<file path="config.mk">
export PLATFORM = sky130hd
export DESIGN_NAME = memory_controller_flat
export DESIGN_NICKNAME = d
export VERILOG_FILES = /design/src/rtl/memory_controller_if.sv /design/src/rtl/memory_controller.sv /design/src/flat_wrapper.sv
export SDC_FILE = /design/constraint.sdc
export NUM_CORES = 1
export LEC_CHECK = 0
export CORE_MARGIN = 2
export CORE_UTILIZATION = 30
export CTS_CLUSTER_SIZE = 10
export DETAILED_ROUTE_END_ITERATION = 12
export MAX_ROUTING_LAYER = met4
export PLACE_DENSITY = 0.51
export SLEW_MARGIN = 20
export SYNTH_ARGS = -nofsm -noshare
export SYNTH_HDL_FRONTEND = slang
export SYNTH_SLANG_ARGS = --single-unit
</file>
<file path="constraint.sdc">
create_clock -name clk_in -period 3.8 [get_ports clk_in]
set_input_delay 0.57 -clock clk_in [delete_from_list [all_inputs] [get_ports clk_in]]
set_output_delay 0.57 -clock clk_in [all_outputs]
set_load 0.02 [all_outputs]
</file>
<file path="src/rtl/memory_controller_if.sv">
// Bus bundle between the memory controller, the LSB, the fetcher and RAM.
// The controller owns the slave view; requesters and RAM sit on master.
interface memory_controller_if #(
  parameter int LSB_CAP_BIT = 3
);
  logic                   lsb_req;
  logic [LSB_CAP_BIT-1:0] lsb_pos;
  logic                   lsb_ls;
  logic [1:0]             lsb_len;
  logic [31:0]            lsb_addr;
  logic [31:0]            lsb_val;
  logic                   mem_busy;
  logic                   mem_finished;
  logic [31:0]            mem_val;
  logic [LSB_CAP_BIT-1:0] mem_pos;
  logic                   if_req;
  logic [31:0]            if_addr;
  logic                   if_ready;
  logic [31:0]            if_inst;
  logic [7:0]             mem_din;
  logic [7:0]             mem_dout;
  logic [31:0]            mem_a;
  logic                   mem_wr;

  modport slave (
    input  lsb_req, lsb_pos, lsb_ls, lsb_len,
    input  lsb_addr, lsb_val,
    input  if_req, if_addr, mem_din,
    output mem_busy, mem_finished, mem_val, mem_pos,
    output if_ready, if_inst,
    output mem_dout, mem_a, mem_wr
  );

  modport master (
    output lsb_req, lsb_pos, lsb_ls, lsb_len,
    output lsb_addr, lsb_val,
    output if_req, if_addr, mem_din,
    input  mem_busy, mem_finished, mem_val, mem_pos,
    input  if_ready, if_inst,
    input  mem_dout, mem_a, mem_wr
  );
endinterface

</file>
<file path="src/rtl/memory_controller.sv">
// Serialises LSB loads/stores and word fetches onto a byte-wide RAM
// with 1-cycle read latency; one completion pulse per access.
module memory_controller #(
  parameter int LSB_CAP_BIT = 3
) (
  input logic clk_in,
  input logic rst_in,
  input logic rdy_in,
  input logic clear,
  memory_controller_if.slave bus
);

  typedef enum logic [1:0] {
    IDLE,
    READ,
    WRITE
  } state_t;

  state_t state, state_n;

  logic [2:0]  k, k_n;
  logic [2:0]  n, n_n;
  logic [31:0] a_q, a_n;
  logic [31:0] wdat, wdat_n;
  logic [31:0] rbuf, rbuf_n;
  logic [31:0] val_q, val_n;
  logic [31:0] inst_q, inst_n;
  logic [7:0]  dout_q, dout_n;
  logic        wr_q, wr_n;
  logic        fin_q, fin_n;
  logic        ifr_q, ifr_n;
  logic        is_if, is_if_n;
  logic        squash, squash_n;
  logic [LSB_CAP_BIT-1:0] pos_q, pos_n;

  logic        rdy_q;
  logic [7:0]  din_hold;
  logic [7:0]  din;
  logic [1:0]  bi;

  function automatic logic [2:0] len2n(input logic [1:0] len);
    case (len)
      2'b00:   return 3'd1;
      2'b01:   return 3'd2;
      default: return 3'd4;
    endcase
  endfunction

  // RAM keeps returning data while paused; keep the byte that belongs
  // to the last active cycle so a resumed read captures the right one.
  assign din = rdy_q ? bus.mem_din : din_hold;

  always_ff @(posedge clk_in or negedge rst_in) begin
    if (!rst_in) begin
      rdy_q    <= 1'b0;
      din_hold <= 8'h00;
    end else begin
      rdy_q <= rdy_in;
      if (rdy_q) din_hold <= bus.mem_din;
    end
  end

  always_comb begin
    state_n  = state;
    k_n      = k;
    n_n      = n;
    a_n      = a_q;
    wdat_n   = wdat;
    rbuf_n   = rbuf;
    val_n    = val_q;
    inst_n   = inst_q;
    dout_n   = dout_q;
    wr_n     = wr_q;
    fin_n    = 1'b0;
    ifr_n    = 1'b0;
    is_if_n  = is_if;
    squash_n = squash;
    pos_n    = pos_q;
    bi       = 2'(k - 3'd1);
    unique case (state)
      IDLE: begin
        if (!clear) begin
          if (bus.lsb_req) begin
            state_n  = bus.lsb_ls ? WRITE : READ;
            n_n      = len2n(bus.lsb_len);
            k_n      = 3'd0;
            a_n      = bus.lsb_addr;
            pos_n    = bus.lsb_pos;
            is_if_n  = 1'b0;
            squash_n = 1'b0;
            rbuf_n   = 32'h0;
            wr_n     = bus.lsb_ls;
            wdat_n   = {8'h00, bus.lsb_val[31:8]};
            if (bus.lsb_ls) dout_n = bus.lsb_val[7:0];
          end else if (bus.if_req) begin
            state_n  = READ;
            n_n      = 3'd4;
            k_n      = 3'd0;
            a_n      = bus.if_addr;
            is_if_n  = 1'b1;
            squash_n = 1'b0;
            rbuf_n   = 32'h0;
            wr_n     = 1'b0;
          end
        end
      end
      READ: begin
        if (k != 3'd0) rbuf_n[{bi, 3'b000} +: 8] = din;
        if (clear) begin
          state_n = IDLE;
        end else if (k == n) begin
          state_n = IDLE;
          if (is_if) begin
            ifr_n  = 1'b1;
            inst_n = rbuf_n;
          end else begin
            fin_n = 1'b1;
            val_n = rbuf_n;
          end
        end else begin
          k_n = k + 3'd1;
          if (k + 3'd1 < n) a_n = a_q + 32'd1;
        end
      end
      WRITE: begin
        // a flushed store still finishes so RAM never holds a torn word
        squash_n = squash | clear;
        if (k == n - 3'd1) begin
          state_n = IDLE;
          wr_n    = 1'b0;
          val_n   = 32'h0;
          fin_n   = !(squash | clear);
        end else begin
          k_n    = k + 3'd1;
          a_n    = a_q + 32'd1;
          dout_n = wdat[7:0];
          wdat_n = {8'h00, wdat[31:8]};
        end
      end
      default: state_n = IDLE;
    endcase
  end

  always_ff @(posedge clk_in or negedge rst_in) begin
    if (!rst_in) begin
      state  <= IDLE;
      k      <= 3'd0;
      n      <= 3'd0;
      a_q    <= 32'h0;
      wdat   <= 32'h0;
      rbuf   <= 32'h0;
      val_q  <= 32'h0;
      inst_q <= 32'h0;
      dout_q <= 8'h00;
      wr_q   <= 1'b0;
      fin_q  <= 1'b0;
      ifr_q  <= 1'b0;
      is_if  <= 1'b0;
      squash <= 1'b0;
      pos_q  <= '0;
    end else if (rdy_in) begin
      state  <= state_n;
      k      <= k_n;
      n      <= n_n;
      a_q    <= a_n;
      wdat   <= wdat_n;
      rbuf   <= rbuf_n;
      val_q  <= val_n;
      inst_q <= inst_n;
      dout_q <= dout_n;
      wr_q   <= wr_n;
      fin_q  <= fin_n;
      ifr_q  <= ifr_n;
      is_if  <= is_if_n;
      squash <= squash_n;
      pos_q  <= pos_n;
    end
  end

  assign bus.mem_busy = (state != IDLE) | bus.lsb_req
                      | (bus.if_req & (state == IDLE));
  assign bus.mem_finished = fin_q & ~clear;
  assign bus.if_ready     = ifr_q & ~clear;
  assign bus.mem_val      = val_q;
  assign bus.mem_pos      = pos_q;
  assign bus.if_inst      = inst_q;
  assign bus.mem_a        = a_q;
  assign bus.mem_dout     = dout_q;
  assign bus.mem_wr       = wr_q;

endmodule

</file>
<file path="src/flat_wrapper.sv">
// flat-port wrapper written by rule: the top's interface ports become plain ports
module memory_controller_flat 
#(
  parameter int LSB_CAP_BIT = 3
)
  (clk_in, rst_in, rdy_in, clear, bus_lsb_req, bus_lsb_pos, bus_lsb_ls, bus_lsb_len, bus_lsb_addr, bus_lsb_val, bus_if_req, bus_if_addr, bus_mem_din, bus_mem_busy, bus_mem_finished, bus_mem_val, bus_mem_pos, bus_if_ready, bus_if_inst, bus_mem_dout, bus_mem_a, bus_mem_wr);
  memory_controller_if #(.LSB_CAP_BIT(LSB_CAP_BIT)) bus_i ();
  input logic clk_in;
  input logic rst_in;
  input logic rdy_in;
  input logic clear;
  input wire logic [$bits(bus_i.lsb_req)-1:0] bus_lsb_req;
  input wire logic [$bits(bus_i.lsb_pos)-1:0] bus_lsb_pos;
  input wire logic [$bits(bus_i.lsb_ls)-1:0] bus_lsb_ls;
  input wire logic [$bits(bus_i.lsb_len)-1:0] bus_lsb_len;
  input wire logic [$bits(bus_i.lsb_addr)-1:0] bus_lsb_addr;
  input wire logic [$bits(bus_i.lsb_val)-1:0] bus_lsb_val;
  input wire logic [$bits(bus_i.if_req)-1:0] bus_if_req;
  input wire logic [$bits(bus_i.if_addr)-1:0] bus_if_addr;
  input wire logic [$bits(bus_i.mem_din)-1:0] bus_mem_din;
  output wire logic [$bits(bus_i.mem_busy)-1:0] bus_mem_busy;
  output wire logic [$bits(bus_i.mem_finished)-1:0] bus_mem_finished;
  output wire logic [$bits(bus_i.mem_val)-1:0] bus_mem_val;
  output wire logic [$bits(bus_i.mem_pos)-1:0] bus_mem_pos;
  output wire logic [$bits(bus_i.if_ready)-1:0] bus_if_ready;
  output wire logic [$bits(bus_i.if_inst)-1:0] bus_if_inst;
  output wire logic [$bits(bus_i.mem_dout)-1:0] bus_mem_dout;
  output wire logic [$bits(bus_i.mem_a)-1:0] bus_mem_a;
  output wire logic [$bits(bus_i.mem_wr)-1:0] bus_mem_wr;
  assign bus_i.lsb_req = bus_lsb_req;
  assign bus_i.lsb_pos = bus_lsb_pos;
  assign bus_i.lsb_ls = bus_lsb_ls;
  assign bus_i.lsb_len = bus_lsb_len;
  assign bus_i.lsb_addr = bus_lsb_addr;
  assign bus_i.lsb_val = bus_lsb_val;
  assign bus_i.if_req = bus_if_req;
  assign bus_i.if_addr = bus_if_addr;
  assign bus_i.mem_din = bus_mem_din;
  assign bus_mem_busy = bus_i.mem_busy;
  assign bus_mem_finished = bus_i.mem_finished;
  assign bus_mem_val = bus_i.mem_val;
  assign bus_mem_pos = bus_i.mem_pos;
  assign bus_if_ready = bus_i.if_ready;
  assign bus_if_inst = bus_i.if_inst;
  assign bus_mem_dout = bus_i.mem_dout;
  assign bus_mem_a = bus_i.mem_a;
  assign bus_mem_wr = bus_i.mem_wr;
  memory_controller #(.LSB_CAP_BIT(LSB_CAP_BIT)) u_core (.clk_in(clk_in), .rst_in(rst_in), .rdy_in(rdy_in), .clear(clear), .bus(bus_i));
endmodule
</file>
==> flow_summary_export.csv <==
group,metric,value,unit
logic_synthesis,ys_ff_latch,185,
critical_path,crit_path_start_kind,"flip-flop",
logic_synthesis,synth_edf_count,0,
clock_network,clock-sinks,185,
global_routing,grt_pass1_wl,41800,um
clock_network,cts.repair.resized,0,
drt,first_pass_iters,5,
drt,routed_via_density,5.06,
finish,n_fill_cell,2859,
placement,gp_congestion,0.806,
run_status,status,"finished, final reports clean",
drt,ant_nets,0,
job,maxCapViolCount,0,
logic_synthesis,async_flop_share,100,%
clock_network,cts_root_buffer,"clkbuf_16",
die,initial_core_util,30.6,%
drt,wl_per_cell,17.3,um
logic_synthesis,seq_area_frac_synth,52.4,%
logic_synthesis,syn_inst,888,
power_and_ir_drop,leakage,4.94,nW
power_and_ir_drop,peakVddDrop,448,uV
critical_path,crit_path_max_fanout,21,
finish,register_area,4630,um2
clock_network,holdBufCountCts,0,
sta,finalHoldViolCount,0,
finish,multi_input_area,3940,um2
clock_network,insertion_delay,440,ps
drt,routed-via-count,7550,
sta,setup-tns-final,0,ps
global_routing,grt_pass1_vias,7434,
sta,slew_headroom,35.5,%
sta,fin_crit,3230,ps
clock_network,clockBufferDepth,2,
critical_path,arrival,3600,ps
sta,setup_viol,0,
critical_path,crit_type,"flip-flop to flip-flop",
drt,wl,25900,um
global_routing,grt_antenna_before_repair,1,
logic_synthesis,yosysTopAreaCellShare,52.4,%
logic_synthesis,yosys.area.top_type,"dfrtp_1",
sta,max_freq,310,MHz
logic_synthesis,syn_area_per_cell,9.96,um2
global_routing,grtUsageTotal,17.7,%
clock_network,h-tree-depth,4,
placement,place_area,11500,um2
sta,drv_slew,0,
placement,portBuffers,226,
logic_synthesis,ys.warnings.count,0,
die,dieHeight,176,um
logic_synthesis,synthFlopType,"dfrtp_1",
die,core_area,28900,um2
finish,final_nets,1226,
sta,rsz0062_at_grt,"false",
clock_network,post_cts_buffers,0,
die,dieArea,30900,um2
power_and_ir_drop,power_density,749,nW/um2
logic_synthesis,synth_area_leaders,"dfrtp_1 (52%), o21ai_0 (5.6%), mux2i_1 (5.2%)",
logic_synthesis,synth_cell_types,60,
worst_hold_path,hold_path_class,"input pin to asynchronous set/reset pin",
die,rows,62,
global_routing,grt_max_degree,91,
drt,drcViolationCount,0,
placement,dp_hpwl,17800,um
clock_network,clkTransAtPathRegs,80,ps
die,fp.dieW,176,um
clock_network,cts_tree,"yes",
global_routing,overflow,0,
finish,stdcell_area,12100,um2
critical_path,critPathRequiredTime,4160,ps
logic_synthesis,syn-cell-area,8840,um2
logic_synthesis,syn-num-nets,1019,
finish,drive_gt1_share,7.95,%
clock_network,cts_buffers,17,
finish,layout-area-overhead-vs-synth,36.7,%
sta,period_share,85.0,%
critical_path,critPathCaptureType,"flip-flop",
die,ioPinCount,227,
sta,finalClockSkew,18.0,ps
drt,drtIter0Drc,539,
sta,tightest_slew,958,ps
==> synthesized netlist by cell type (2+ instances only) <==
master and number:
buf_2 6, ha_1 15, and3_1 8, and2_1 4, a32oi_1 2, nor2b_1 3
o32a_1 2, a22oi_1 32, nand4_1 13, xor2_1 3, nand2b_1 5, buf_1 4
a31oi_1 2, mux2i_1 46, o21ai_0 99, a21oi_1 65, dfrtp_1 185, and4_1 3
or3_1 3, nand3_1 59, buf_4 2, nand4b_1 6, o211ai_1 8, a211o_1 6
or4_1 3, nor2_1 57, a211oi_1 2, inv_1 15, nand2_1 91, o22ai_1 17
nor4_1 7, clkbuf_1 43, nor3_1 10, a22o_1 10, a21o_1 3, mux2_2 25
==> per-layer routing <==
layer | track usage, % | vias up | part of all wire [%]
li1 | - | 3663 | -
met1 | 23.9 | 3601 | 46
met2 | 26.8 | 271 | 46
met3 | 4.13 | 15 | 6.9
met4 | 4.37 | 0 | 0.91
met5 | - | - | 0
==> registers in the layout (all words and copies together), names as in the netlist, 8 cells and up <==
signal               flops
u_core.din_hold          8
u_core.rbuf             32
u_core.bus.mem_a        32
u_core.wdat             24
u_core.bus.if_inst      32
u_core.bus.mem_dout      8
u_core.bus.mem_val      32
==> cell type report <==
| type | instances | area share, % |
|---|---|---|
| flip-flops and latches | 185 | 38.3 |
| repair buffers | 244 | 19.9 |
| inverters | 15 | 0.466 |
| diodes | 1 | 0.0207 |
| well taps | 384 | 3.98 |
| multi-input cells | 632 | 32.6 |
| clock buffers | 18 | 3.63 |
| clock inverters | 13 | 1.08 |
==> where the power goes <==
group          switching (W)  internal [W]  total [W]
Sequential          0.000592       0.00264    0.00323
Clock               0.000881      0.000887    0.00177
Combinational        0.00228       0.00177    0.00405
==> metrics by stage <==
step	power (W)	hold slack (ps)	utilization, %	instances	setup WS, ps
2_1_floorplan	0.00560	274	-	888	960
3_3_place_gp	0.00732	462	39.9	1460	619
3_5_place_dp	0.00737	470	39.9	1460	516
4_1_cts	0.00916	214	41.9	1491	560
5_1_grt	0.00971	241	41.9	1492	340
6_report	0.00905	167	41.9	1492	569
==> cells in the final DEF (no fill, tap or decap), types with 3 or more instances in the layout <==
master             n
inv_1             15
clkdlybuf4s50_1  224
xor2_1             3
and2_1             4
nand4b_1           6
nand2_1           90
clkbuf_16         17
o21ai_0           99
nand2b_1           5
mux2i_1           46
nor3_1            10
ha_1              14
or3_1              3
and4_1             3
nand3_1           59
and3_1             8
a21o_1             3
buf_4             17
a21oi_1           65
dfrtp_1          185
o22ai_1           17
mux2_2            25
inv_8              4
inv_6              3
nand4_1           13
nor2_1            57
o211ai_1           8
or4_1              3
nor4_1             6
a211o_1            6
nor2b_1            3
a22oi_1           32
a22o_1            10
==> path summary, 6_finish.rpt <==
kind	start	to	slack, ps	cells after the start
min in group clk_in	u_core.ifr_q	u_core.ifr_q	480	1
worst min-delay path	rst_in	u_core.bus.mem_val[22]	170	1
worst max-delay path	u_core.k[0]	u_core.bus.mem_a[27]	570	11
max in group asynchronous	rst_in	u_core.bus.mem_val[0]	2710	2
worst min register to register	u_core.ifr_q	u_core.ifr_q	480	1
worst max register to register	u_core.k[0]	u_core.bus.mem_a[27]	570	11
==> critical path: stages (launching register included) <==
cell	delay, ps
dfrtp_1	550
inv_1	160
ha_1	410
ha_1	290
nor2b_1	130
o21a_1	180
o41ai_4	190
buf_4	220
nand2_2	260
buf_4	320
o32a_1	360
nand3_1	80
==> logic make-up after synthesis <==
group                    share of synthesized area, %
flip-flops                                       52.4
multiplexers                                     8.39
AND/OR/NAND/NOR                                  15.3
buffers and inverters                            3.27
adder cells (fa/ha/maj)                          2.12
XOR/XNOR                                        0.552
AO/OA/AOI/OAI                                    18.0
(Power assumes the default switching activity.)
